$ cat src/rtl/serial_rx4.sv
// serial_rx4: LSB-first serial word receiver with a ready/valid output stage.
// Bits arrive on rx_in when rx_en is high; fn_in marks the frame end. A
// completed word moves to an independent holding register (data_out) so the
// next frame can be shifted while the consumer still holds the old word.
// Optional feature macro: RX_PARITY_EN (adds one even-parity bit per frame).
module serial_rx4 #(
  parameter int WIDTH = 4
) (
  input  logic             clk,
  input  logic             reset,
  input  logic             rx_in,
  input  logic             rx_en,
  input  logic             fn_in,
  input  logic             data_ready,
  output logic [WIDTH-1:0] data_out,
  output logic             data_valid,
  output logic [2:0]       bit_count,
  output logic             overrun,
  output logic             frame_err
);

`ifdef RX_PARITY_EN
  typedef enum logic [1:0] {IDLE, SHIFT, CHECK} state_t;
`else
  typedef enum logic [1:0] {IDLE, SHIFT} state_t;
`endif

  // Counter is one bit wider than the port so WIDTH=8 can hold the value 8.
  localparam logic [3:0] FULL = 4'(WIDTH);
  localparam logic [3:0] LAST = 4'(WIDTH - 1);

  state_t           state;
  logic [3:0]       cnt;
  logic [WIDTH-1:0] shift_q;
  logic             deliver;

  assign bit_count = cnt[2:0];

  // A word is handed to the output stage on the edge where the frame completes.
  always_comb begin
    deliver = 1'b0;
`ifdef RX_PARITY_EN
    deliver = (state == CHECK) && rx_en && !fn_in && !(^shift_q ^ rx_in);
`else
    deliver = (state == SHIFT) && (cnt == FULL);
`endif
  end

  // Frame FSM: capture bits, detect aborted frames and (optionally) parity errors.
  always_ff @(posedge clk) begin
    if (!reset) begin
      state     <= IDLE;
      cnt       <= '0;
      shift_q   <= '0;
      frame_err <= 1'b0;
    end else begin
      frame_err <= 1'b0;
      case (state)
        IDLE: begin
          // fn_in wins over rx_en, so a coincident bit is dropped.
          if (rx_en && !fn_in) begin
            shift_q[0] <= rx_in;
            cnt        <= 4'd1;
            state      <= SHIFT;
          end
        end
        SHIFT: begin
          if (cnt == FULL) begin
            // Word already taken by the output stage this edge.
            cnt   <= '0;
            state <= IDLE;
          end else if (fn_in) begin
            cnt       <= '0;
            shift_q   <= '0;
            state     <= IDLE;
            frame_err <= 1'b1;
          end else if (rx_en) begin
            for (int i = 0; i < WIDTH; i++)
              if (cnt == 4'(i)) shift_q[i] <= rx_in;
            cnt <= cnt + 4'd1;
`ifdef RX_PARITY_EN
            if (cnt == LAST) state <= CHECK;
`endif
          end
        end
`ifdef RX_PARITY_EN
        CHECK: begin
          if (fn_in) begin
            cnt       <= '0;
            shift_q   <= '0;
            state     <= IDLE;
            frame_err <= 1'b1;
          end else if (rx_en) begin
            cnt   <= '0;
            state <= IDLE;
            if (!deliver) frame_err <= 1'b1;
          end
        end
`endif
        default: state <= IDLE;
      endcase
    end
  end

  // Output stage: load on delivery unless the old word is still unconsumed.
  always_ff @(posedge clk) begin
    if (!reset) begin
      data_out   <= '0;
      data_valid <= 1'b0;
      overrun    <= 1'b0;
    end else if (deliver) begin
      if (data_valid && !data_ready) begin
        overrun <= 1'b1;
      end else begin
        data_out   <= shift_q;
        data_valid <= 1'b1;
      end
    end else if (data_valid && data_ready) begin
      data_valid <= 1'b0;
    end
  end

endmodule

$ cat config.mk
export PLATFORM = sky130hd
export DESIGN_NAME = serial_rx4
export DESIGN_NICKNAME = d
export VERILOG_FILES = /design/src/rtl/serial_rx4.sv
export SDC_FILE = /design/constraint.sdc
export NUM_CORES = 1
export LEC_CHECK = 0
export ABC_AREA = 1
export CAP_MARGIN = 20
export CORE_UTILIZATION = 49
export DETAILED_ROUTE_END_ITERATION = 8
export PLACE_DENSITY = 0.72
export SLEW_MARGIN = 10
export SYNTH_ARGS = -nofsm -noshare
export SYNTH_HDL_FRONTEND = slang
export SYNTH_SLANG_ARGS = --single-unit
export TNS_END_PERCENT = 50
$ cat constraint.sdc
create_clock -name clk -period 1.6 [get_ports clk]
set_input_delay 0.32 -clock clk [delete_from_list [all_inputs] [get_ports clk]]
set_output_delay 0.32 -clock clk [all_outputs]
set_load 0.02 [all_outputs]
==> results by group, run 1 <==
Outcome
  – Status: finished, final reports clean

Setup path
  – Crit path depth: 1
  – CP cell instances: clkdlybuf4s50_1
  – RR Startpoint: cnt[1]
  – Worst setup path endpoint: overrun
  – CP Buf/Inv Count: 1
  – Reg2reg path depth: 8
  – Slowest CP cell: clkdlybuf4s50_1
  – Top delay family on crit path: buffers and inverters
  – Reg-to-reg endpoint: shift_q[2]
  – Crit. End Element: output port
  – Crit. Startpoint: overrun
  – Critical path data arrival time: 1240 ps
  – Crit path launch type: flop
  – Critical Setup Path Class: reg -> out
  – Worst stage delay on the critical path: 610 ps
  – CP max FO: 2
  – Reg2Reg Setup Slack: 150 ps
  – Required @ worst endpoint: 1280 ps

Route
  – Drt wl/cell: 10.4 um
  – 1st-pass router iterations: 4
  – Iter 0 DRT Violations: 16
  – ANT nets after route: 0
  – Routed wire length: 1590 um
  – Via density: 4.94
  – DR vias: 756
  – Post-route DRC: 0

Die
  – Row count: 14
  – Core area: 1540 um2
  – IO Pins: 16
  – Die W: 43.3 um
  – Starting density of the core: 54.1%
  – Die Area: 1870 um2
  – Chip height: 43.3 um

STA
  – Worst-Margin Slew: 282 ps
  – Fmax: 641 MHz
  – Unrepaired setup endpoints after global routing: false
  – Min cycle time layout: 1560 ps
  – Final setup TNS: 0 ps
  – Final Max Slew Viols: 0
  – Hold Violations, Final: 0
  – Clk_skew: 0.926 ps
  – # setup viols final: 0
  – Relative slew slack: 81.1%
  – Setup ws final: 40.8 ps
  – Fin crit share: 97.5%

Place
  – DP HPWL: 1230 um
  – Gpl congestion: 0.873
  – Pre-CTS WS: 15.4 ps
  – Buffers on Ports: 15

Finish
  – Most frequent cells in the layout: 23 x nand2_1, 21 x nor2_1, 16 x dfxtp_1
  – Layout area overhead: 24.7%
  – Net count, final: 148
  – Share of cells above drive strength 1: 15.3%
  – Antenna diodes: 0
  – Commonest non-fill, non-tap cell in the layout: nand2_1

Global route
  – Overall routing resource usage: 20.1%
  – Global route overflow: 0
  – Vias in the first global route: 709
  – Initial antenna violation count: 0
  – Largest net degree at the start of global routing: 10
  – Global-route wire length before repair: 2890 um

Clocking
  – Number of H-tree levels: 1
  – Total CTS buffers: 3
  – Worst-skew pair later-pin latency: 280 ps
  – Clock Path Buffers: 2
  – Sink Count: 16
  – Clk slew on worst S/H paths: 90 ps
  – Post-CTS Hold Buffers: 0
  – Cell chosen for the clock root: clkbuf_4
  – CTS tree: built

Power
  – Clock Power Share: 33.1%
  – Register share of total power: 52.5%
  – Switching part of the total: 25.5%
  – Largest vdd supply drop: 532 uV
  – Int Pwr: 0.596 mW
  – Comb pwr share: 14.4%
  – Power per Cell Area: 769 nW/um2
  – Leak: 0.469 nW
  – Sw Pwr: 0.204 mW

Synth
  – Register bit total from synthesis: 16
  – Yosys cell types: 20
  – Ys Warns: 0
  – Post-synthesis cell area: 835 um2
  – Syn Inst Count: 118
  – Register area share after synthesis: 38.4%
  – Syn Nets: 128
  – Syn Area/Cell: 7.07 um2

Min path
  – Hold_sp: shift_q[0]
  – Worst min-delay path class: reg -> reg

Run
  – Max cap viols: 0
-- layer usage --
layer / vias to the layer above / wire length, um / GRT usage, %
li1: 414 / - / -
met1: 324 / 818 / 26.2
met2: 16 / 680 / 32.5
met3: 2 / 77 / 2.55
met4: 0 / 10 / 9.09
met5: - / 0 / 0
-- logic make-up after synthesis --
logic type	synth area share (%)
buf+inv	9.14
flops	38.4
simple gates	34.9
compound gates	11.5
fa+ha+maj	6.00
-- metrics by stage --
stage,total power [mW],std cells,hold slack (ps),utilization (%),cell area (um2)
after global routing,0.836,153,532,67.5,1040
after global placement,0.545,149,452,65.3,1010
after detailed placement,0.546,149,487,65.3,1010
after floorplan,0.507,118,452,-,835
final,0.800,153,505,67.5,1040
after CTS,0.806,153,509,67.5,1040
-- cells in the mapped netlist --
master	count	area (um2)
nand2_2	4	25.0
inv_2	4	15.0
a21oi_2	1	8.76
o21ai_1	5	25.0
inv_1	9	33.8
dfxtp_1	16	320
o21ai_0	2	10.0
nand3_1	9	45.0
nor3_1	1	5.00
o21a_1	1	7.51
nand4_4	1	21.3
buf_2	1	5.00
nand4_1	1	6.26
nand2_1	23	86.3
ha_1	4	50.1
buf_4	3	22.5
nor2_1	21	78.8
nor2_4	1	11.3
nor2_2	2	12.5
a21oi_1	9	45.0
-- area by class of cell --
class                      count  area [um2]
clock buffer                   4        36.3
fill                         149         500
inverter                      13        48.8
multi-input combinational     85         438
sequential                    16         320
tap                           16        20.0
timing repair buffer          19         178
-- power by group through the flow --
stage | combinational, mW | clock [mW] | sequential (mW)
after floorplan | 0.0790 | 0 | 0.428
after global placement | 0.116 | 0 | 0.429
after detailed placement | 0.117 | 0 | 0.429
after CTS | 0.115 | 0.271 | 0.420
after global routing | 0.130 | 0.285 | 0.422
final | 0.115 | 0.265 | 0.420
-- how the worst min path moves through the flow --
stage | to | slack [ps] | cells after the start
after global placement | overrun | 450 | 2
after global routing | data_out[1] | 530 | 2
final | data_out[0] | 500 | 2
after CTS | shift_q[0] | 510 | 2
after detailed placement | data_out[0] | 490 | 2
after floorplan | shift_q[1] | 450 | 2
-- repair_timing --
action	CTS	global route
endpoints found under the hold margin	0	0
endpoints found under the setup margin	2	0
setup buffers	0	0
resized for setup	2	0
-- registers in the layout, summed over array words and instances (netlist names) --
register,flops
data_out,4
state,1
cnt,4
shift_q,4
data_valid,1
frame_err,1
overrun,1
Note: power is estimated with default switching activity, not from simulation.
==> run 2, diff against run 1 <==
Settings changed: CELL_PAD_IN_SITES_DETAIL_PLACEMENT set to 0, CELL_PAD_IN_SITES_GLOBAL_PLACEMENT set to 2, CORE_UTILIZATION 49 to 27.
==> results by group, run 2 (synthesized netlist as in run 1, its figures left out) <==
Outcome
  – Status: finished, final reports clean

Global route
  – Global-route wire length before repair: 3200 um
  – Global route overflow: 0
  – Largest net degree at the start of global routing: 10
  – Vias in the first global route: 748
  – Initial antenna violation count: 0
  – Overall routing resource usage: 12.9%

Route
  – Via density: 4.53
  – Drt wl/cell: 10.5 um
  – DR vias: 774
  – ANT nets after route: 0
  – Post-route DRC: 0
  – Routed wire length: 1800 um
  – 1st-pass router iterations: 4
  – Iter 0 DRT Violations: 21

Min path
  – Hold Crit Endpoint: overrun
  – Hold_sp: overrun
  – Worst min-delay path class: reg -> reg
  – Hold path depth: 2

Setup path
  – CP cell instances: clkdlybuf4s50_1
  – CP Buf/Inv Count: 1
  – Worst stage delay on the critical path: 590 ps
  – RR Startpoint: cnt[0]
  – Reg2reg path depth: 8
  – Reg2Reg Setup Slack: 170 ps
  – Critical Setup Path Class: reg -> out
  – Top delay family on crit path: buffers and inverters
  – Required @ worst endpoint: 1280 ps
  – Critical path data arrival time: 1200 ps
  – CP max FO: 1
  – Slowest CP cell: clkdlybuf4s50_1
  – Reg-to-reg endpoint: shift_q[1]
  – Crit path launch type: flop
  – Crit. End Element: output port

Die
  – Row count: 19
  – Core area: 2850 um2
  – Die W: 57.6 um
  – Die Area: 3320 um2
  – Chip height: 57.6 um
  – Starting density of the core: 29.3%
  – IO Pins: 16

Finish
  – Share of cells above drive strength 1: 17.1%
  – Layout area overhead: 31.8%
  – Most frequent cells in the layout: 23 x nand2_1, 21 x nor2_1, 16 x dfxtp_1
  – Fin util: 38.6%
  – Biggest regs: cnt (4), data_out (4), shift_q (4)
  – Net count, final: 151
  – Antenna diodes: 0
  – Final Cell Area: 1100 um2
  – Commonest non-fill, non-tap cell in the layout: nand2_1

STA
  – Final Max Slew Viols: 0
  – Fin crit share: 95.2%
  – Relative slew slack: 78.8%
  – Worst-Margin Slew: 317 ps
  – Unrepaired setup endpoints after global routing: false
  – Setup ws final: 77.6 ps
  – Hold Violations, Final: 0
  – Fmax: 657 MHz
  – # setup viols final: 0
  – Clk_skew: 9.38 ps
  – Min cycle time layout: 1520 ps
  – Final setup TNS: 0 ps

Power
  – Power per Cell Area: 746 nW/um2
  – Leak: 0.614 nW
  – Largest vdd supply drop: 329 uV

Place
  – Buffers on Ports: 15
  – Pre-CTS WS: -4.90 ps
  – Placed Area: 1050 um2
  – Gpl congestion: 0.774
  – DP HPWL: 1430 um

Clocking
  – Number of H-tree levels: 1
  – Clk slew on worst S/H paths: 110 ps
  – CTS tree: built
  – Cell chosen for the clock root: clkbuf_4
  – Total CTS buffers: 3
  – Sink Count: 16
  – Post-cts resize count: 2
  – Setup bufs post-CTS: 0
  – Post-CTS Hold Buffers: 0
  – Worst-skew pair later-pin latency: 290 ps
  – Clock Path Buffers: 2

Run
  – Max cap viols: 0
==> run 2: changes by cell type in the layout (fill, tap and decap cells not counted), sizes merged <==
cell / delta
clkdlybuf4s50: -7
dlymetal6s2s: +7
buf: +3
==> run 2: worst max-delay path by stage <==
stage	from	to	slack, ps	depth (start not counted)
3_3_place_gp	fn_in	cnt[2]	2	8
4_1_cts	data_out[0]	data_out[0]	2	1
2_1_floorplan	cnt[0]	shift_q[1]	270	8
5_1_grt	frame_err	frame_err	10	1
3_5_place_dp	fn_in	cnt[2]	-5	8
6_report	frame_err	frame_err	80	1
==> run 2: stage by stage <==
step                hold slack [ps]  power (mW)  std cells
finish                          469       0.820        171
floorplan                       452       0.507        118
CTS                             484       0.850        171
global placement                450       0.559        167
global route                    525       0.879        171
detailed placement              456       0.559        167
==> run 2: area by class of cell <==
| type | instances | area (um2) |
|---|---|---|
| well taps | 31 | 38.8 |
| flip-flops and latches | 16 | 320 |
| repair buffers | 22 | 218 |
| fillers | 306 | 1750 |
| inverters | 13 | 48.8 |
| multi-input cells | 85 | 438 |
| clock buffers | 4 | 36.3 |
==> run 2: worst min-delay path, cell delays in order (launching register included) <==
cell and delay (ps):
dfxtp_1 340, a21oi_1 40, nor2_1 60
==> run 2: power by group <==
part	total [mW]	switching, mW	internal (mW)
clock	0.274	0.136	0.138
sequential	0.417	0.00824	0.409
combinational	0.128	0.0717	0.0564
total	0.820	0.216	0.604
==> run 2: layer usage <==
layer  routed length (um)  up-vias  GRT usage (%)
met5                    0        -              0
met2                  794        7           18.9
met3                   56        2           2.95
met1                  935      342           17.2
met4                   16        0           7.32
li1                     -      423              -
